**config.mk**
```make
export PLATFORM = sky130hd
export DESIGN_NAME = serdes_encrypt_scheduler_flat
export DESIGN_NICKNAME = d
export VERILOG_FILES = /design/src/rtl/serdes_encrypt_scheduler_if.sv /design/src/rtl/serdes_encrypt_scheduler.sv /design/src/flat_wrapper.sv
export SDC_FILE = /design/constraint.sdc
export NUM_CORES = 1
export LEC_CHECK = 0
export CAP_MARGIN = 20
export CELL_PAD_IN_SITES_DETAIL_PLACEMENT = 0
export CELL_PAD_IN_SITES_GLOBAL_PLACEMENT = 1
export CORE_AREA = 5 5 101 103
export CTS_CLUSTER_DIAMETER = 150
export DETAILED_ROUTE_END_ITERATION = 6
export DIE_AREA = 0 0 106 108
export GPL_TIMING_DRIVEN = 0
export PLACE_DENSITY_LB_ADDON = 0.1
export SYNTH_ARGS = -nofsm -noshare
export SYNTH_HDL_FRONTEND = slang
export SYNTH_SLANG_ARGS = --single-unit
```
**constraint.sdc**
```tcl
create_clock -name clk -period 3.01 [get_ports clk]
set_clock_uncertainty 0.05 [all_clocks]
set_input_delay 0.4515 -clock clk [delete_from_list [all_inputs] [get_ports clk]]
set_output_delay 0.4515 -clock clk [all_outputs]
set_load 0.01 [all_outputs]
```
**src/rtl/serdes_encrypt_scheduler_if.sv**
```systemverilog
// Request, serial-encryptor and response signals of the encrypt scheduler.
// The slave modport is the scheduler side; the master modport is the environment side.
interface serdes_encrypt_scheduler_if;
  logic [1:0] req_valid;
  logic [1:0] req_ready;
  logic [7:0] req0_a;
  logic [7:0] req0_b;
  logic [7:0] req1_a;
  logic [7:0] req1_b;
  logic       enc_start;
  logic       enc_a_bit;
  logic       enc_b_bit;
  logic [7:0] enc_cipher;
  logic       enc_done;
  logic       resp_valid;
  logic       resp_id;
  logic [7:0] resp_data;
  logic       resp_err;
  logic       resp_ready;
  logic       busy;

  modport slave (
    input  req_valid, req0_a, req0_b, req1_a, req1_b, enc_cipher, enc_done, resp_ready,
    output req_ready, enc_start, enc_a_bit, enc_b_bit, resp_valid, resp_id, resp_data,
           resp_err, busy
  );

  modport master (
    output req_valid, req0_a, req0_b, req1_a, req1_b, enc_cipher, enc_done, resp_ready,
    input  req_ready, enc_start, enc_a_bit, enc_b_bit, resp_valid, resp_id, resp_data,
           resp_err, busy
  );
endinterface

```
**src/rtl/serdes_encrypt_scheduler.sv**
```systemverilog
// Round-robin job scheduler for the bit-serial encryptor: start pulse, 8-bit MSB-first
// shift of plaintext/key, done wait with timeout, then a held valid/ready response.
module serdes_encrypt_scheduler #(
  parameter int TIMEOUT = 32
) (
  input logic                        clk,
  input logic                        rst,
  serdes_encrypt_scheduler_if.slave  bus
);

  localparam logic [7:0] LP_TIMEOUT = 8'(TIMEOUT);

  typedef enum logic [2:0] {IDLE, START, SHIFT, WAIT, RESP} state_t;

  state_t     r_state;
  state_t     w_next;
  logic       w_accept;
  logic       w_grant;
  logic [1:0] w_reqReady;

  logic       r_prio;
  logic       r_id;
  logic [7:0] r_a;
  logic [7:0] r_b;
  logic [2:0] r_idx;
  logic [7:0] r_cnt;
  logic [7:0] r_data;
  logic       r_err;
  logic       r_start;
  logic       r_aBit;
  logic       r_bBit;
  logic       r_respValid;
  logic       r_busy;

  // Reset gates acceptance so a request seen alongside reset is never taken.
  always_comb begin
    w_next     = r_state;
    w_accept   = 1'b0;
    w_grant    = 1'b0;
    w_reqReady = 2'b00;
    case (r_state)
      IDLE: begin
        if (!rst && (|bus.req_valid)) begin
          w_accept   = 1'b1;
          w_grant    = (&bus.req_valid) ? r_prio : bus.req_valid[1];
          w_reqReady = w_grant ? 2'b10 : 2'b01;
          w_next     = START;
        end
      end
      START: w_next = SHIFT;
      SHIFT: begin
        if (r_idx == 3'd0) w_next = WAIT;
      end
      WAIT: begin
        if (bus.enc_done || (r_cnt == LP_TIMEOUT)) w_next = RESP;
      end
      RESP: begin
        if (bus.resp_ready) w_next = IDLE;
      end
      default: w_next = IDLE;
    endcase
  end

  always_ff @(posedge clk) begin
    if (rst) begin
      r_state     <= IDLE;
      r_prio      <= 1'b0;
      r_id        <= 1'b0;
      r_a         <= 8'h00;
      r_b         <= 8'h00;
      r_idx       <= 3'd0;
      r_cnt       <= 8'h00;
      r_data      <= 8'h00;
      r_err       <= 1'b0;
      r_start     <= 1'b0;
      r_aBit      <= 1'b0;
      r_bBit      <= 1'b0;
      r_respValid <= 1'b0;
      r_busy      <= 1'b0;
    end else begin
      r_state     <= w_next;
      r_start     <= (w_next == START);
      r_respValid <= (w_next == RESP);
      r_busy      <= (w_next != IDLE);
      case (r_state)
        IDLE: begin
          if (w_accept) begin
            r_a    <= w_grant ? bus.req1_a : bus.req0_a;
            r_b    <= w_grant ? bus.req1_b : bus.req0_b;
            r_id   <= w_grant;
            r_prio <= ~w_grant;
          end
        end
        START: begin
          r_idx  <= 3'd7;
          r_aBit <= r_a[7];
          r_bBit <= r_b[7];
        end
        SHIFT: begin
          if (r_idx == 3'd0) begin
            r_aBit <= 1'b0;
            r_bBit <= 1'b0;
            r_cnt  <= 8'h00;
          end else begin
            r_idx  <= r_idx - 3'd1;
            r_aBit <= r_a[r_idx - 3'd1];
            r_bBit <= r_b[r_idx - 3'd1];
          end
        end
        WAIT: begin
          // A done arriving on the timeout cycle still counts as success.
          if (bus.enc_done) begin
            r_data <= bus.enc_cipher;
            r_err  <= 1'b0;
          end else if (r_cnt == LP_TIMEOUT) begin
            r_data <= 8'h00;
            r_err  <= 1'b1;
          end else begin
            r_cnt <= r_cnt + 8'h01;
          end
        end
        default: ;
      endcase
    end
  end

  assign bus.req_ready  = w_reqReady;
  assign bus.enc_start  = r_start;
  assign bus.enc_a_bit  = r_aBit;
  assign bus.enc_b_bit  = r_bBit;
  assign bus.resp_valid = r_respValid;
  assign bus.resp_id    = r_id;
  assign bus.resp_data  = r_data;
  assign bus.resp_err   = r_err;
  assign bus.busy       = r_busy;

endmodule

```
**src/flat_wrapper.sv**
```systemverilog
// flat-port wrapper written by rule: the top's interface ports become plain ports
module serdes_encrypt_scheduler_flat 
#(
  parameter int TIMEOUT = 32
)
  (clk, rst, bus_req_valid, bus_req0_a, bus_req0_b, bus_req1_a, bus_req1_b, bus_enc_cipher, bus_enc_done, bus_resp_ready, bus_req_ready, bus_enc_start, bus_enc_a_bit, bus_enc_b_bit, bus_resp_valid, bus_resp_id, bus_resp_data, bus_resp_err, bus_busy);
  serdes_encrypt_scheduler_if bus_i ();
  input logic clk;
  input logic rst;
  input wire logic [$bits(bus_i.req_valid)-1:0] bus_req_valid;
  input wire logic [$bits(bus_i.req0_a)-1:0] bus_req0_a;
  input wire logic [$bits(bus_i.req0_b)-1:0] bus_req0_b;
  input wire logic [$bits(bus_i.req1_a)-1:0] bus_req1_a;
  input wire logic [$bits(bus_i.req1_b)-1:0] bus_req1_b;
  input wire logic [$bits(bus_i.enc_cipher)-1:0] bus_enc_cipher;
  input wire logic [$bits(bus_i.enc_done)-1:0] bus_enc_done;
  input wire logic [$bits(bus_i.resp_ready)-1:0] bus_resp_ready;
  output wire logic [$bits(bus_i.req_ready)-1:0] bus_req_ready;
  output wire logic [$bits(bus_i.enc_start)-1:0] bus_enc_start;
  output wire logic [$bits(bus_i.enc_a_bit)-1:0] bus_enc_a_bit;
  output wire logic [$bits(bus_i.enc_b_bit)-1:0] bus_enc_b_bit;
  output wire logic [$bits(bus_i.resp_valid)-1:0] bus_resp_valid;
  output wire logic [$bits(bus_i.resp_id)-1:0] bus_resp_id;
  output wire logic [$bits(bus_i.resp_data)-1:0] bus_resp_data;
  output wire logic [$bits(bus_i.resp_err)-1:0] bus_resp_err;
  output wire logic [$bits(bus_i.busy)-1:0] bus_busy;
  assign bus_i.req_valid = bus_req_valid;
  assign bus_i.req0_a = bus_req0_a;
  assign bus_i.req0_b = bus_req0_b;
  assign bus_i.req1_a = bus_req1_a;
  assign bus_i.req1_b = bus_req1_b;
  assign bus_i.enc_cipher = bus_enc_cipher;
  assign bus_i.enc_done = bus_enc_done;
  assign bus_i.resp_ready = bus_resp_ready;
  assign bus_req_ready = bus_i.req_ready;
  assign bus_enc_start = bus_i.enc_start;
  assign bus_enc_a_bit = bus_i.enc_a_bit;
  assign bus_enc_b_bit = bus_i.enc_b_bit;
  assign bus_resp_valid = bus_i.resp_valid;
  assign bus_resp_id = bus_i.resp_id;
  assign bus_resp_data = bus_i.resp_data;
  assign bus_resp_err = bus_i.resp_err;
  assign bus_busy = bus_i.busy;
  serdes_encrypt_scheduler #(.TIMEOUT(TIMEOUT)) u_core (.clk(clk), .rst(rst), .bus(bus_i));
endmodule
```
==> results of run 1 <==
==> kinds of logic after synthesis <==
| group | after synthesis |
|---|---|
| AO/OA/AOI/OAI | 71 |
| XOR/XNOR | 1 |
| adder cells (fa/ha/maj) | 4 |
| buffers and inverters | 24 |
| flip-flops | 46 |
| multiplexers | 12 |
| AND/OR/NAND/NOR | 82 |
==> report_power, final <==
group | switching, mW | internal, mW
sequential | 0.0346 | 0.651
combinational | 0.177 | 0.185
clock | 0.221 | 0.245
total | 0.433 | 1.08
==> cells in the mapped netlist (all sizes together) <==
cell      n
a211oi    4
a21boi    1
a21oi    19
a222oi   16
a311oi    2
a31oi     2
and2      1
and3      5
and4bb    1
buf       9
clkbuf    8
dfxtp    46
ha        4
inv       7
mux2      2
mux2i     8
mux4      2
nand2    20
nand2b   11
nand3     4
nand3b    1
nor2     26
nor2b     3
nor3      2
nor3b     2
nor4      1
nor4b     1
o2111ai   2
o211a     2
o21ai    16
o21bai    1
o221ai    2
o31ai     3
o41a      1
or3       1
or3b      2
or4b      1
xor2      1
==> repair_timing <==
action / 4_1_cts / 5_1_grt
buffers inserted: 1 / 0
endpoints found under the setup margin: 2 / 2
pin swaps: 1 / 0
resized for setup: 2 / 2
==> state kept, by name (all words and copies together), names as in the netlist <==
register	flops
u_core.bus.busy	1
u_core.bus.enc_a_bit	1
u_core.bus.enc_b_bit	1
u_core.bus.enc_start	1
u_core.bus.resp_data	8
u_core.bus.resp_err	1
u_core.bus.resp_id	1
u_core.bus.resp_valid	1
u_core.r_a	8
u_core.r_b	8
u_core.r_cnt	8
u_core.r_idx	3
u_core.r_prio	1
u_core.r_state	3
==> critical path, delay by kind of cell <==
family                 cells  cell delay (ps)
buffers and inverters      5             1540
AND/OR/NAND/NOR            2              370
==> per-layer routing <==
metal / up-vias / GRT usage / wire length (um)
met4: 0 / 0.0278 / 67
met1: 956 / 0.158 / 3190
met2: 43 / 0.176 / 2880
met3: 5 / 0.0281 / 246
met5: - / 0 / 0
li1: 1031 / - / -
==> cell type report <==
class	count	area [um^2]	area share
plain buffers	17	92.6	0.0303
repair buffers	63	628	0.206
inverters	7	26.3	0.00860
multi-input cells	170	1140	0.373
clock buffers	5	68.8	0.0225
clock inverters	3	40.0	0.0131
well taps	111	139	0.0455
flip-flops and latches	46	921	0.302
==> metrics by stage <==
stage / hold slack, ps / instances / setup WS (ps) / power (mW) / instance area (um^2)
floorplan: 389 / 240 / 1070 / 0.902 / 2160
global placement: 411 / 413 / -300 / 1.06 / 2920
detailed placement: 419 / 413 / -324 / 1.06 / 2920
CTS: 437 / 422 / 50.7 / 1.54 / 3050
global route: 445 / 422 / 12.3 / 1.60 / 3050
finish: 432 / 422 / 141 / 1.51 / 3050
==> worst paths after layout <==
check | to | slack (ps) | cells after the start
worst max-delay path | bus_req_ready[1] | 140 | 7
worst min-delay path | u_core.r_prio | 430 | 2
worst max register to register | u_core.bus.enc_a_bit | 630 | 7
worst min register to register | u_core.r_prio | 430 | 2
==> flow_summary.yaml, run 1 <==
synth:
  synth_xor_area_frac: 0.00406
  ys_seq_elements: 46
  yosys-top-cells-area: "dfxtp_1, a222oi_1, nor2_1"
  synth_cell_types: 43
  post_synth_instance_area_um2: 2160
  synth_compound_area_frac: 0.233
  synth_cells: 240
  synth-adder-area-share: 0.0232
  synth_warnings: 0
  synth_top_family_by_area: "compound AO/OA/AOI/OAI gates"
  synth.avg_cell_area_um2: 8.99
  yosys.area_share.simple: 0.192
  syn_nets: 290
  synth_area_leader_cell: "dfxtp_1"
  synth_top_area_share: 0.427
  seq_area_frac_synth: 0.427
  synthMuxAreaShare: 0.0684
global_route:
  grt_pass1_wl_mm: 10.5
  grt_antenna_before_repair: 0
  grt_usage: 0.113
  grt_max_degree: 15
  grt-ovfl-total: 0
  grt_pass1_vias: 2082
timing:
  finalHoldViolCount: 0
  final-setup-viol-count: 0
  layout_min_cycle_time_ps: 2870
  slew_viol_final: 0
  max_freq_mhz: 349
  finalSetupTns_ps: 0
  min_period_over_period: 0.953
  rsz0062_at_grt: "false"
  slew_headroom: 0.581
  tightest_slew_ps: 628
setup_path:
  cp_max_fo: 10
  startpoint: "rst"
  max_stage_delay_ps: 520
  arrival_ps: 2370
  crit_required_ps: 2510
  cp-end-kind: "primary output"
  path_class: "in2out"
  rr_startpoint: "u_core.r_idx[0]"
  crit_chain: "clkdlybuf4s50_1 -> nor4_4 -> and3_1 -> clkbuf_4 -> buf_4 -> buf_4 -> clkdlybuf4s50_1"
  start_kind: "primary input"
  cp_slowest_cell: "clkdlybuf4s50_1"
routing:
  wire_per_inst_um: 15.1
  drt_iter0_drc: 92
  dr.pass1.iters: 5
  vias: 2035
  postRouteAntennaNets: 0
  drt-total-wl_mm: 6.38
  drc_errors: 0
  vias_per_cell: 4.82
finish:
  final_cell_mix: "clkdlybuf4s50_1, dfxtp_1, nor2_1"
  fillers: 967
  final_common_cell: "clkdlybuf4s50_1"
  fin_nets: 360
  final_core_util: 0.335
  area_growth_pct: 41.5
  drive_gt1_frac: 0.0868
  n_antenna_cell: 0
clock_network:
  path_clk_slew_ps: 90
  clock_latency_ps: 300
  hold_buffers: 0
  cts-root-buf: "clkbuf_8"
  cts_buffer_depth: 2
  htreeDepth: 2
  cts_buffers: 5
  cts_tree: "built"
  cts.sinks: 46
min_path:
  hp-class: "reg2reg"
  hp-start: "u_core.r_prio"
placed_design:
  routabilityCongestion: 0.715
  dp_hpwl_mm: 4.74
  portBuffers: 62
power_and_ir_drop:
  p_leak_nw: 1.14
  power.density_nw_per_um2: 496
  ir_worst_vdd_v: 0.000308
floorplan:
  die_x_um: 106
  start_util: 0.237
  num_io_pins: 63
  fp.coreArea_um2: 9110
  die-area_um2: 11400
  rows: 35
  dieHeight_um: 108
outcome:
  status: "finished clean"
job:
  drv_cap: 0
Power figures use the tool's default switching activity.
==> run 2, diff against run 1 <==
Settings changed: CORE_AREA 5 5 101 103 to 5 5 99 101, DIE_AREA 0 0 106 108 to 0 0 104 106, PLACE_DENSITY set to 0.7, PLACE_DENSITY_LB_ADDON 0.1 to unset.
Clock period 3.01 ns to 2.74 ns, I/O delays scaled along.
==> run 2 against run 1 <==
Core utilization increased by 0.60 points. Sequential power increased by 9.8%. Design area decreased by 0.16%. Register-to-register slack got worse by 220 ps. Largest cell class unchanged. Largest power group unchanged.
==> flow_summary.yaml, run 2 (synthesis results as in run 1) <==
clock_network:
  path_clk_slew_ps: 80
  cts_buffer_depth: 2
  hold_buffers: 0
  cts-root-buf: "clkbuf_8"
  cts_buffers: 5
  htreeDepth: 2
  cts_tree: "built"
  cts.sinks: 46
  clock_latency_ps: 300
floorplan:
  die-area_um2: 11000
  num_io_pins: 63
  fp.coreArea_um2: 8930
  dieHeight_um: 106
  rows: 35
  start_util: 0.242
  die_x_um: 104
global_route:
  grt_usage: 0.113
  grt_pass1_wl_mm: 10.4
  grt-ovfl-total: 0
  grt_pass1_vias: 2105
  grt_max_degree: 14
  grt_antenna_before_repair: 0
timing:
  rsz0062_at_grt: "false"
  min_period_over_period: 0.953
  tightest_slew_ps: 607
  finalSetupTns_ps: 0
  finalHoldViolCount: 0
  slew_viol_final: 0
  slew_headroom: 0.595
  layout_min_cycle_time_ps: 2610
  max_freq_mhz: 383
  final-setup-viol-count: 0
power_and_ir_drop:
  power.density_nw_per_um2: 547
  p_switching_mw: 0.462
  ir_worst_vdd_v: 0.000227
  seq_power_share: 0.451
  intPower_mw: 1.21
  pwr-share-comb: 0.236
  clkPwrFrac: 0.313
  switching_share: 0.277
  p_leak_nw: 1.15
setup_path:
  cp_max_fo: 19
  path_class: "in2out"
  cp-end-kind: "primary output"
  start_kind: "primary input"
  arrival_ps: 2150
  crit_required_ps: 2280
placed_design:
  portBuffers: 62
  dp_hpwl_mm: 4.52
  routabilityCongestion: 0.760
routing:
  postRouteAntennaNets: 0
  drt_iter0_drc: 132
  dr.pass1.iters: 5
  wire_per_inst_um: 14.4
  drt-total-wl_mm: 6.04
  vias: 2096
  vias_per_cell: 4.99
  drc_errors: 0
job:
  drv_cap: 0
finish:
  n_antenna_cell: 0
  final_cell_mix: "clkdlybuf4s50_1, dfxtp_1, nor2_1"
  final_core_util: 0.341
  final_common_cell: "clkdlybuf4s50_1"
  fin_nets: 359
  area_growth_pct: 41.3
  drive_gt1_frac: 0.0809
min_path:
  hp-class: "reg2reg"
outcome:
  status: "finished clean"
==> run 2: layout make-up <==
type	count	area, um^2
Fill cell	943	5880
Buffer	16	82.6
Timing Repair Buffer	63	629
Clock buffer	6	82.6
Clock inverter	1	30.0
Multi-Input combinational cell	170	1140
Tap cell	111	139
Inverter	7	26.3
Sequential cell	46	921
==> run 2: power by group through the flow <==
stage	clock [mW]	combinational, mW	sequential (mW)
final	0.523	0.394	0.753
after global placement	0	0.392	0.765
after detailed placement	0	0.392	0.765
after CTS	0.539	0.398	0.753
after global routing	0.569	0.441	0.760
after floorplan	0	0.230	0.761
==> run 2: timing repair <==
item                                    CTS  global route
gates resized for setup                   4             1
endpoints found under the hold margin     0             0
endpoints found under the setup margin    2             2
setup buffers                             0             1
pin swaps                                 1             1
==> run 2: through the flow <==
stage	cell area [um^2]	instances	hold slack (ps)	total power, mW	setup WS [ps]
3_3_place_gp	2920	413	409	1.16	-506
3_5_place_dp	2920	413	412	1.16	-457
2_1_floorplan	2160	240	389	0.991	839
4_1_cts	3050	420	427	1.69	22.3
5_1_grt	3050	420	455	1.77	6.64
6_report	3050	420	424	1.67	130
==> run 2: final timing paths <==
check | from | to | cells after the start | slack (ps)
max | rst | bus_req_ready[1] | 6 | 130
min | u_core.r_prio | u_core.r_prio | 2 | 420
max reg2reg | u_core.r_idx[0] | u_core.bus.enc_b_bit | 7 | 410
min reg2reg | u_core.r_prio | u_core.r_prio | 2 | 420
==> run 2: worst max-delay path: stages <==
cell and delay, ps:
dlygate4sd2_1 290, nor4_4 350, and3_1 200, buf_4 220, buf_4 140, clkdlybuf4s50_1 520
==> run 2: layer usage <==
layer  wire length, um  GRT usage  vias to the layer above
met5                 0          0                        -
met4                46     0.0250                        0
met3               494     0.0413                        5
met2              2710      0.176                       72
met1              2780      0.149                      985
li1                  -          -                     1034
==> run 3, diff against run 2 <==
Settings changed: ABC_CLOCK_PERIOD_IN_PS set to 2740.
==> results of run 3 <==
The final DEF is identical to that of run 2; final timing and power are the same.
